--- config.mk ---
export PLATFORM = sky130hd
export DESIGN_NAME = crc_stream_engine
export DESIGN_NICKNAME = d
export VERILOG_FILES = /design/src/rtl/crc_stream_engine.sv
export SDC_FILE = /design/constraint.sdc
export NUM_CORES = 1
export LEC_CHECK = 0
export CAP_MARGIN = 10
export CORE_UTILIZATION = 49
export DETAILED_ROUTE_END_ITERATION = 6
export GPL_ROUTABILITY_DRIVEN = 0
export GPL_TIMING_DRIVEN = 0
export HOLD_SLACK_MARGIN = 0.15
export MAX_ROUTING_LAYER = met4
export PLACE_DENSITY = 0.88
export SLEW_MARGIN = 20
export SYNTH_ARGS = -nofsm -noshare
export SYNTH_HDL_FRONTEND = slang
export SYNTH_SLANG_ARGS = --single-unit
--- constraint.sdc ---
create_clock -name clk -period 4.7 [get_ports clk]
set_clock_uncertainty 0.05 [all_clocks]
set_input_delay 1.41 -clock clk [delete_from_list [all_inputs] [get_ports clk]]
set_output_delay 1.41 -clock clk [all_outputs]
set_load 0.05 [all_outputs]
--- src/rtl/crc_stream_engine.sv ---
// crc_stream_engine: frame-aware parametrised CRC generator/checker over sop/eop-delimited beats, partial last beat, result handshake
module crc_stream_engine #(
    parameter int               DATA_W  = 32,
    parameter int               CRC_W   = 16,
    parameter logic [CRC_W-1:0] POLY    = 16'h8005,
    parameter logic [CRC_W-1:0] INIT    = '1,
    parameter logic [CRC_W-1:0] XOR_OUT = '0,
    parameter int               KEEP_W  = $clog2(DATA_W/8) + 1
) (
    input  logic              clk,
    input  logic              rst_n,
    input  logic              in_valid,
    output logic              in_ready,
    input  logic [DATA_W-1:0] in_data,
    input  logic              in_sop,
    input  logic              in_eop,
    input  logic [KEEP_W-1:0] eop_bytes,
    input  logic [CRC_W-1:0]  exp_crc,
    output logic              res_valid,
    input  logic              res_ready,
    output logic [CRC_W-1:0]  res_crc,
    output logic              res_match,
    output logic              proto_err,
    output logic [15:0]       frame_cnt
);
    localparam int NB = DATA_W / 8;

    typedef enum logic {IDLE, IN_FRAME} state_t;

    state_t            state_q, state_d;
    logic [CRC_W-1:0]  crc_q, crc_d, res_crc_q, res_crc_d, run, nxt;
    logic              res_valid_q, res_valid_d, res_match_q, res_match_d;
    logic              proto_err_q, proto_err_d, acc, produce;
    logic [15:0]       frame_cnt_q, frame_cnt_d;
    int                nsel;

    function automatic logic [CRC_W-1:0] crc_byte(input logic [CRC_W-1:0] c, input logic [7:0] d);
        logic [CRC_W-1:0] r;
        r = c;
        for (int j = 7; j >= 0; j--)
            r = {r[CRC_W-2:0], 1'b0} ^ ((r[CRC_W-1] ^ d[j]) ? POLY : '0);
        return r;
    endfunction

    // Unrolled byte chain; the intermediate after nsel bytes is the next state
    always_comb begin
        nsel = (in_eop && eop_bytes != '0 && int'(eop_bytes) < NB) ? int'(eop_bytes) : NB;
        run  = (in_sop || state_q == IDLE) ? INIT : crc_q;
        nxt  = run;
        for (int b = 0; b < NB; b++) begin
            run = crc_byte(run, in_data[DATA_W-1-8*b -: 8]);
            nxt = (b + 1 == nsel) ? run : nxt;
        end
    end

    assign in_ready = ~res_valid_q | res_ready;
    assign acc      = in_valid & in_ready;
    assign produce  = acc & in_eop & (in_sop | state_q == IN_FRAME);

    always_comb begin
        state_d     = state_q;
        crc_d       = crc_q;
        proto_err_d = proto_err_q;
        if (acc && (in_sop || state_q == IN_FRAME)) begin
            crc_d   = nxt;
            state_d = in_eop ? IDLE : IN_FRAME;
        end
        if (acc && (in_sop ? state_q == IN_FRAME : state_q == IDLE))
            proto_err_d = 1'b1;
        res_valid_d = produce | (res_valid_q & ~res_ready);
        res_crc_d   = produce ? nxt ^ XOR_OUT : res_crc_q;
        res_match_d = produce ? (nxt ^ XOR_OUT) == exp_crc : res_match_q;
        frame_cnt_d = frame_cnt_q + 16'(produce);
    end

    always_ff @(posedge clk or negedge rst_n) begin
        if (!rst_n) begin
            state_q     <= IDLE;
            crc_q       <= INIT;
            res_valid_q <= 1'b0;
            res_crc_q   <= '0;
            res_match_q <= 1'b0;
            proto_err_q <= 1'b0;
            frame_cnt_q <= '0;
        end else begin
            state_q     <= state_d;
            crc_q       <= crc_d;
            res_valid_q <= res_valid_d;
            res_crc_q   <= res_crc_d;
            res_match_q <= res_match_d;
            proto_err_q <= proto_err_d;
            frame_cnt_q <= frame_cnt_d;
        end
    end

    assign res_valid = res_valid_q;
    assign res_crc   = res_crc_q;
    assign res_match = res_match_q;
    assign proto_err = proto_err_q;
    assign frame_cnt = frame_cnt_q;
endmodule

# Word level (Yosys, flattened, before mapping)
# Index checks and enable logic that the tools add are counted.
[op_classes] order_cmp=1 bitwise_logic=74 reduce_logical=7 n_addsub=1 n_eq_ne=5 n_mux=40
[ops] operator="$mux 16" count=37
[ops] operator="$xor 16x16->16" count=32
[ops] operator="$xor 1x1->1" count=32
[ops] operator="$add 16x1->16" count=1
[ops] operator="$eq 16x16->1" count=1
[ops] operator="$eq 2x3->1 const A" count=2
[ops] operator="$and 1x1->1" count=4
[ops] operator="$logic_and 1x1->1" count=4
[ops] operator="$eq 1x3->1 const A" count=1
[ops] operator="$eq 3x3->1 const A" count=1
[ops] operator="$lt 3x3->1 const B" count=1
[ops] operator="$mux 3" count=1
[ops] operator="$not 1->1" count=3
[ops] operator="$or 1x1->1" count=3
[ops] operator="$reduce_bool 3->1" count=1
[ops] operator="$logic_or 1x1->1" count=2
[ops] operator="$mux 1" count=2
[totals] output_inout_bits=36 regBits=52

# Logic depth before layout (Yosys ltp)
# Gate-level depths: netlist (run 1).
[depth] word_depth=101 ltp_mapped=15 ltp_nobuf=13

# Worst setup path before layout (run 1)
# OpenSTA, ideal clock, no wires.
[synth_timing] kind="in2reg" from="input in_sop" to="register res_match_q, in the netlist res_match" path_stages=13 path_slack_ps=212 setup_time_ps=92 t_arrival_ps=4346 cell_sequence="inv_1 > ha_1 > buf_2 > nand2_1 > xnor2_1 > xnor2_1 > xnor2_2 > xor3_2 > xnor2_4 > xnor3_1 > o32a_1 > xor2_1 > o31ai_2"
[synth_via] elab_chain_cells=100 word_cells_on_any_way=105
[synth_lines] item="start: declaration" line_no="15" source="input logic in_sop,"
[synth_lines] item="$logic_or 1x1->1" line_no="48" source="run = (in_sop || state_q == IDLE) ? INIT : crc_q;"
[synth_lines] item="$mux 16" line_no="48"
[synth_lines] item="$xor 1x1->1" line_no="41" source="r = {r[CRC_W-2:0], 1'b0} ^ ((r[CRC_W-1] ^ d[j]) ? POLY : '0);"
[synth_lines] item="$mux 16" line_no="41"
[synth_lines] item="$xor 16x16->16" line_no="41"
[synth_lines] item="$xor 1x1->1" line_no="41"
[synth_lines] item="$mux 16" line_no="41"
[synth_lines] item="$xor 16x16->16" line_no="41"
[synth_lines] item="(+84 left out)"
[synth_lines] item="$xor 1x1->1" line_no="41"
[synth_lines] item="$mux 16" line_no="41"
[synth_lines] item="$xor 16x16->16" line_no="41"
[synth_lines] item="$xor 1x1->1" line_no="41"
[synth_lines] item="$mux 16" line_no="41"
[synth_lines] item="$xor 16x16->16" line_no="41"
[synth_lines] item="$mux 16" line_no="52" source="nxt = (b + 1 == nsel) ? run : nxt;"
[synth_lines] item="$eq 16x16->1" line_no="72" source="res_match_d = produce ? (nxt ^ XOR_OUT) == exp_crc : res_match_q;"
[synth_lines] item="end signal: assignment" line_no="90" source="res_match_q <= res_match_d;"
[synth_lines] item="end: declaration" line_no="32" source="logic res_valid_q, res_valid_d, res_match_q, res_match_d;"
# Several ways; a longest one is shown, not always the timed one.
# A chain may end at the register's enable or synchronous reset.

# Worst setup path in the final report (run 1)
[layout_timing] from="input in_data[30]" to="register res_crc_q[1], in the netlist res_crc[1]"
[layout_via] elab_chain_cells=92 word_cells_on_any_way=95
[layout_lines] item="start: declaration" line_no="14" source="input logic [DATA_W-1:0] in_data,"
[layout_lines] item="$xor 1x1->1 (*)" line_no="41"
[layout_lines] item="$mux 16 (*)" line_no="41"
[layout_lines] item="$xor 16x16->16 (*)" line_no="41"
[layout_lines] item="$xor 1x1->1" line_no="41"
[layout_lines] item="$mux 16" line_no="41"
[layout_lines] item="$xor 16x16->16 (*)" line_no="41"
[layout_lines] item="$xor 1x1->1" line_no="41"
[layout_lines] item="$mux 16" line_no="41"
[layout_lines] item="(+75 left out)"
[layout_lines] item="$xor 16x16->16" line_no="41"
[layout_lines] item="$xor 1x1->1" line_no="41"
[layout_lines] item="$mux 16" line_no="41"
[layout_lines] item="$xor 16x16->16" line_no="41"
[layout_lines] item="$xor 1x1->1" line_no="41"
[layout_lines] item="$mux 16" line_no="41"
[layout_lines] item="$xor 16x16->16 (2 in a row)" line_no="41"
[layout_lines] item="$mux 16 (*)" line_no="52"
[layout_lines] item="end signal: assignment" line_no="89" source="res_crc_q <= res_crc_d;"
[layout_lines] item="end: declaration" line_no="31" source="logic [CRC_W-1:0] crc_q, crc_d, res_crc_q, res_crc_d, run, nxt;"
# Every way passes the cells marked *; elsewhere a longest branch is shown, timed or not.

==> metrics.md, run 1 <==
| Metric | Value |
|---|---|
| Port Buffer Count | 91 |
| Cells after synthesis | 482 |
| Largest cells by area after synthesis | dfrtp_1 20%, xnor2_1 16%, dfstp_2 9.4% |
| Antenna-violating nets left | 0 |
| FF+latch count, synth | 52 |
| Routed vias | 4210 |
| Vias in the first global route | 4176 |
| Leak | 0.00265 uW |
| Synthesized net count | 543 |
| Simple-gate portion of the synthesized area | 0.158 |
| Setup WS pre-CTS | -0.727 ns |
| Final worst path period need | 4.64 ns |
| Final period utilization | 0.988 |
| GR Util met2 | 0.465 |
| Cell Area, Placed | 5540 um^2 |
| Initial Util | 0.509 |
| CORE AREA | 8810 um^2 |
| DR pass1 iterations | 7 |
| Main combinational cell family by area after synthesis | XOR/XNOR gates |
| Gr ovfl total | 0 |
| Die Height | 97.6 um |
| Hold depth | 1 |
| RSZ-0062 raised after global routing | true |
| # nets final | 663 |
| R2r endpoint | res_crc[1] |
| Finished Cell Area | 6140 um^2 |
| Largest net degree at the start of global routing | 32 |
| FF-to-FF Start | crc_q[9] |
| Crit path max fanout | 4 |
| Clk slew on worst S/H paths | 0.10 ns |
| Die area | 9530 um^2 |
| Total GRT Usage | 0.283 |
| Root Buffer | clkbuf_8 |
| TritonCTS Buffers | 5 |
| Synth top area share | 0.201 |
| Mapped cell area | 4480 um^2 |
| Relative slew slack | 0.598 |
| Non-Filler Instances | 711 |
| Syn_area_per_cell | 9.29 um^2 |
| PD cells | 876 nW/um^2 |
| Most used flip-flop cell after synthesis | dfrtp_1 |
| Met1 Usage GRT | 0.327 |
| DP HPWL | 9820 um |
| Final wirelength | 13400 um |
| Initial antenna violation count | 0 |
| Critical path capture point type | flop |
| Drt via density | 5.92 |
| CTS sink count | 52 |
| Depth of the CTS H-tree | 2 |
| Post-synthesis adder-cell area fraction | 0.0112 |
| Busiest layer in global routing | met2 |
| Area grow syn2layout | 37.2% |
| FF-to-FF setup slack | 1.08 ns |
| FP Rows | 34 |
| Critical Path Source Type | primary input |
| Hold Path Class | reg2reg |
| Worst setup endpoint | res_crc[1] |
| DR iter-0 viols | 423 |
| Hold path start | frame_cnt[15] |
| Grt met3 use | 0.0482 |
| Final worst slack | 0.0574 ns |
| Wire per inst | 18.9 um |
| Ys async rst share | 1.00 |
| Share of cells above drive strength 1 | 0.204 |
| Max Cap Viol | 0 |
| Max Fclk | 215 MHz |
| Warnings from Yosys | 0 |
| Final Total Pwr | 5380 uW |
| I/O pins | 93 |
| Number of enable flip-flop cells after synthesis | 0 |
| Hold_buf cts | 0 |
| Maximum clock insertion buffer count | 2 |
| Register area share after synthesis | 0.295 |
| Failing checks | design-rule violations |
| Max IR drop VDD | 588 uV |
| Post-synth cell types | 60 |
| # diodes | 0 |
| Synth area leader | dfrtp_1 |
| Clk_lat worst skew | 0.30 ns |
| Measured slew at the worst slew-check pin | 0.597 ns |
| Worst EP required | 4.84 ns |
| Chip width | 97.6 um |
| CTS tree | yes |
| Setup CP Type | in2reg |
| Post-synthesis mux area share | 0.0553 |
| FF-to-FF path depth | 12 |
| Synth top cells by count | 82 x xnor2_1, 79 x nand2_1, 42 x xor2_1 |
| Final core occ | 0.698 |
| Setup crit start | in_data[30] |
| Count leader, synth | xnor2_1 |
| Pins Over Slew Limit | 0 |
| Status | complete, but fails checks |
| DP Cell Count | 682 |
| Synth Area in XOR/XNOR | 0.349 |
| Final setup vio count | 0 |
| First-pass GRT wire length | 20700 um |
| Synth Area in Compound Gates | 0.104 |
| Final hold vios | 0 |
| Drt drc | 9 |
| Critical path arrival | 4.78 ns |
routing by layer:
layer  up-vias  wire, um
met1      1968      4810
li1       1870         -
met5         -         0
met4         0       956
met2       277      6350
met3        95      1310
flip-flops by register name, indices dropped and copies added, names as in the netlist:
register,count
frame_cnt,16
crc_q,16
res_valid,1
state_q,1
res_crc,16
proto_err,1
res_match,1
worst max-delay path, stage by stage:
cell and delay [ns]:
clkdlybuf4s50_1 0.62, xor2_2 0.27, xor2_2 0.29, xnor2_4 0.22, xnor2_2 0.18, xor3_2 0.57
buf_4 0.18, xnor2_1 0.12, o311a_1 0.33, or2_1 0.30, mux2_2 0.30
kinds of logic after synthesis:
family	after synthesis
AOI/OAI and AO/OA	70
adders and majority gates	4
xor gates and xnor gates	146
muxes	23
buffers and inverters	30
DFF	52
and+or+nand+nor	157
power breakdown:
| part | leakage [uW] | switching (uW) | total, uW | internal, uW |
|---|---|---|---|---|
| clock | 0.0000445 | 147 | 253 | 106 |
| sequential | 0.000620 | 187 | 856 | 669 |
| combinational | 0.00199 | 2100 | 4270 | 2170 |
| total | 0.00265 | 2430 | 5380 | 2950 |
cell usage in the layout, fill, tap and decap left out, types with 4 or more instances in the layout:
cell             instances
xnor2_1                 61
and3_1                   5
mux2_2                  14
xnor2_4                  7
a211oi_1                 5
o21ai_0                 17
nor2_1                  26
nor3_1                   6
clkbuf_8                 5
nand2b_1                 4
dfrtp_1                 36
buf_4                   23
nand4_1                  4
inv_1                    6
clkbuf_1                13
dlymetal6s2s_1           4
clkdlybuf4s50_1         86
mux2i_1                  9
nand2_1                 76
xor2_1                  38
a21oi_1                 14
dfstp_2                 16
xnor2_2                 21
xor2_2                   4
nand3_1                 13
xnor3_1                  8
xor3_1                   4
stage by stage:
stage	hold WS (ns)	TNS, ns
2_1_floorplan	0.403	0
3_3_place_gp	0.416	-3.57
3_5_place_dp	0.420	-4.40
4_1_cts	0.442	0
5_1_grt	0.457	-0.127
6_report	0.433	0
cell type report:
cell class / count / area (um^2)
plain buffers: 21 / 105
clock buffers: 5 / 68.8
clock inverters: 3 / 21.3
fillers: 620 / 2660
inverters: 8 / 30.0
multi-input cells: 400 / 3360
flip-flops and latches: 52 / 1320
well taps: 108 / 135
repair buffers: 114 / 1100
repair_timing:
| item | CTS | global route |
|---|---|---|
| gates resized for setup | 24 | 35 |
| buffers inserted | 14 | 8 |
| pin swaps | 9 | 17 |
| endpoints found under the setup margin | 7 | 9 |
how the worst min path moves through the flow:
stage                               end
final                     frame_cnt[15]
after global routing      frame_cnt[15]
after CTS                 frame_cnt[15]
after detailed placement      proto_err
after global placement    frame_cnt[15]
after floorplan                crc_q[2]
No activity file was read; power rests on OpenSTA's default activity.
==> run 2: changes to the inputs <==
- CORE_UTILIZATION: 49 -> 45
- PLACE_DENSITY: 0.88 -> 0.83
==> metrics.md, run 2 (synthesis results as in run 1) <==
| Metric | Value |
|---|---|
| Status | complete, no violations |
| CTS tree | yes |
| Critical path arrival | 4.85 ns (+0.07 ns) |
| CORE AREA | 9730 um^2 (+10%) |
| Drt via density | 5.76 (-2.7%) |
| Setup CP Type | in2reg |
| Initial Util | 0.460 (-0.0483) |
| Initial antenna violation count | 0 (unchanged) |
| Die Height | 102 um (+4.3%) |
| Critical Path Source Type | primary input |
| Hold Path Class | reg2reg |
| Final core occ | 0.647 (-0.0505) |
| Most common library cell in the layout ignoring fill and taps | clkdlybuf4s50_1 |
| WL met3 | 1350 um (+2.9%) |
| FF-to-FF setup slack | 0.90 ns (-0.18 ns) |
| Final setup vio count | 0 (unchanged) |
| Worst EP required | 4.87 ns (+0.03 ns) |
| FF-to-FF Start | crc_q[9] |
| Root Buffer | clkbuf_8 |
| Final hold vios | 0 (unchanged) |
| Met1 wire length | 5290 um (+10%) |
| Non-Filler Instances | 743 (+4.5%) |
| CP cell instances | clkdlybuf4s50_1, xnor2_4, xnor2_1, xnor2_2, xnor2_1, xnor3_2, xor2_2, buf_4, xnor2_4, xnor3_1, o32a_1, xor2_1, o31ai_2 |
| Filler cell count | 778 (+25%) |
| Final worst path period need | 4.68 ns (+0.0345 ns) |
| R2r endpoint | res_crc[1] |
| Top sig layer | met4 |
| Clk slew on worst S/H paths | 0.10 ns (about the same) |
| Hold_buf cts | 0 (unchanged) |
| Routed vias | 4281 (+1.7%) |
| Critical path capture point type | flop |
| Area grow syn2layout | 40.6% |
| DP Cell Count | 707 (+3.7%) |
| Hold depth | 1 (unchanged) |
| Commonest non-fill, non-tap cells in the layout | 86 x clkdlybuf4s50_1, 77 x nand2_1, 61 x xnor2_1 |
| Critical Path Max Stage Delay | 0.54 ns (-0.08 ns) |
| Max IR drop VDD | 610 uV (+3.8%) |
| Vias in the first global route | 4192 (+0.38%) |
| # diodes | 0 (unchanged) |
| Drt drc | 0 (-9) |
| Slowest CP cell | clkdlybuf4s50_1 |
| Area of the multi-input gates | 3400 um^2 (+1.2%) |
| TritonCTS Buffers | 5 (unchanged) |
| Depth of the CTS H-tree | 2 (unchanged) |
| Share of cells above drive strength 1 | 0.220 (+0.0157) |
| Pins Over Slew Limit | 0 (unchanged) |
| DR pass1 iterations | 7 (unchanged) |
| Min Hold Slack | 0.435 ns (+0.00216 ns) |
| Crit path max fanout | 3 (-1) |
| Port Buffer Count | 91 (unchanged) |
| CTS sink count | 52 (unchanged) |
| Final period utilization | 0.995 (+0.00735) |
| First-pass GRT wire length | 20700 um (-0.10%) |
| Hold Path End | frame_cnt[15] |
| DR iter-0 viols | 350 (-17%) |
| I/O pins | 93 (unchanged) |
| Max Cap Viol | 0 (unchanged) |
| Leak | 0.00271 uW (+2.0%) |
| Total GRT Usage | 0.271 (-0.0127) |
| FF/Latch Area | 1320 um^2 (unchanged) |
| PD cells | 871 nW/um^2 (-0.56%) |
| # nets final | 670 (+1.1%) |
| Chip width | 102 um (+4.3%) |
| Measured slew at the worst slew-check pin | 0.779 ns (+0.182 ns) |
| Largest net degree at the start of global routing | 36 (+13%) |
| Final wirelength | 14300 um (+6.5%) |
| FP Rows | 36 (+5.9%) |
| WP buf/inv | 2 (unchanged) |
| FF-to-FF path depth | 12 (unchanged) |
| Max Fclk | 214 MHz (-0.74%) |
| Die area | 10400 um^2 (+8.7%) |
| Hold path start | frame_cnt[15] |
| Gr ovfl total | 0 (unchanged) |
| Maximum clock insertion buffer count | 2 (unchanged) |
| Met2 WL | 7020 um (+10%) |
| Wire per inst | 19.3 um (+1.9%) |
| Relative slew slack | 0.480 (-0.117) |
| Crit-path leading delay family | XOR/XNOR gates |
| DP HPWL | 10000 um (+2.0%) |
| Clk_lat worst skew | 0.30 ns (about the same) |
| Antenna-violating nets left | 0 (unchanged) |
run 2: changes by cell type in the layout (fill, tap and decap cells not counted), moves of 2 or more:
cell	previous run	this run
xnor2_2	21	19
buf_4	23	29
o21ai_0	17	15
buf_6	2	0
buf_2	3	5
buf_8	0	2
nand2_2	3	1
xnor2_4	7	9
run 2: routing by layer:
metal  global-route usage  vias to the layer above
met3               0.0421                       65
met5                    -                        -
li1                     -                     1880
met2                0.459                      286
met1                0.310                     2050
met4                0.136                        0
run 2: timing repair:
| item | 4_1_cts | 5_1_grt |
|---|---|---|
| gates cloned | 0 | 2 |
| buffers inserted | 15 | 12 |
| endpoints found under the setup margin | 9 | 7 |
| pin swaps | 9 | 20 |
| resized for setup | 31 | 41 |
run 2: stage by stage:
step | TNS, ns | instance area [um^2] | total power (uW) | setup slack, ns
6_report | 0 | 6300 | 5480 | 0.0229
5_1_grt | -0.160 | 6300 | 5720 | -0.0691
4_1_cts | 0 | 5950 | 5130 | 0.00518
3_5_place_dp | -5.55 | 5570 | 4420 | -0.872
3_3_place_gp | -3.61 | 5560 | 4300 | -0.710
2_1_floorplan | 0 | 4480 | 3570 | 0.212
run 2: where the power goes:
group | total [uW] | switching, uW | internal, uW
clock network | 264 | 155 | 110
registers | 856 | 188 | 668
logic | 4360 | 2180 | 2190
total | 5480 | 2520 | 2970
run 2: area by class of cell:
| class | count | area share |
|---|---|---|
| clock buffers | 5 | 0.0109 |
| inverters | 8 | 0.00517 |
| clock inverters | 3 | 0.00437 |
| flip-flops and latches | 52 | 0.210 |
| repair buffers | 121 | 0.185 |
| well taps | 133 | 0.0264 |
| plain buffers | 21 | 0.0177 |
| multi-input cells | 400 | 0.540 |
run 2: worst max path at each step:
stage                      from         to  slack, ns  depth (start not counted)
floorplan                in_sop  res_match       0.21                         13
global placement         in_sop  res_match      -0.71                         14
detailed placement       in_sop  res_match      -0.87                         14
CTS                 in_data[28]  res_match      0.005                         13
global route        in_data[26]  res_match      -0.07                         13
finish              in_data[26]  res_match       0.02                         13
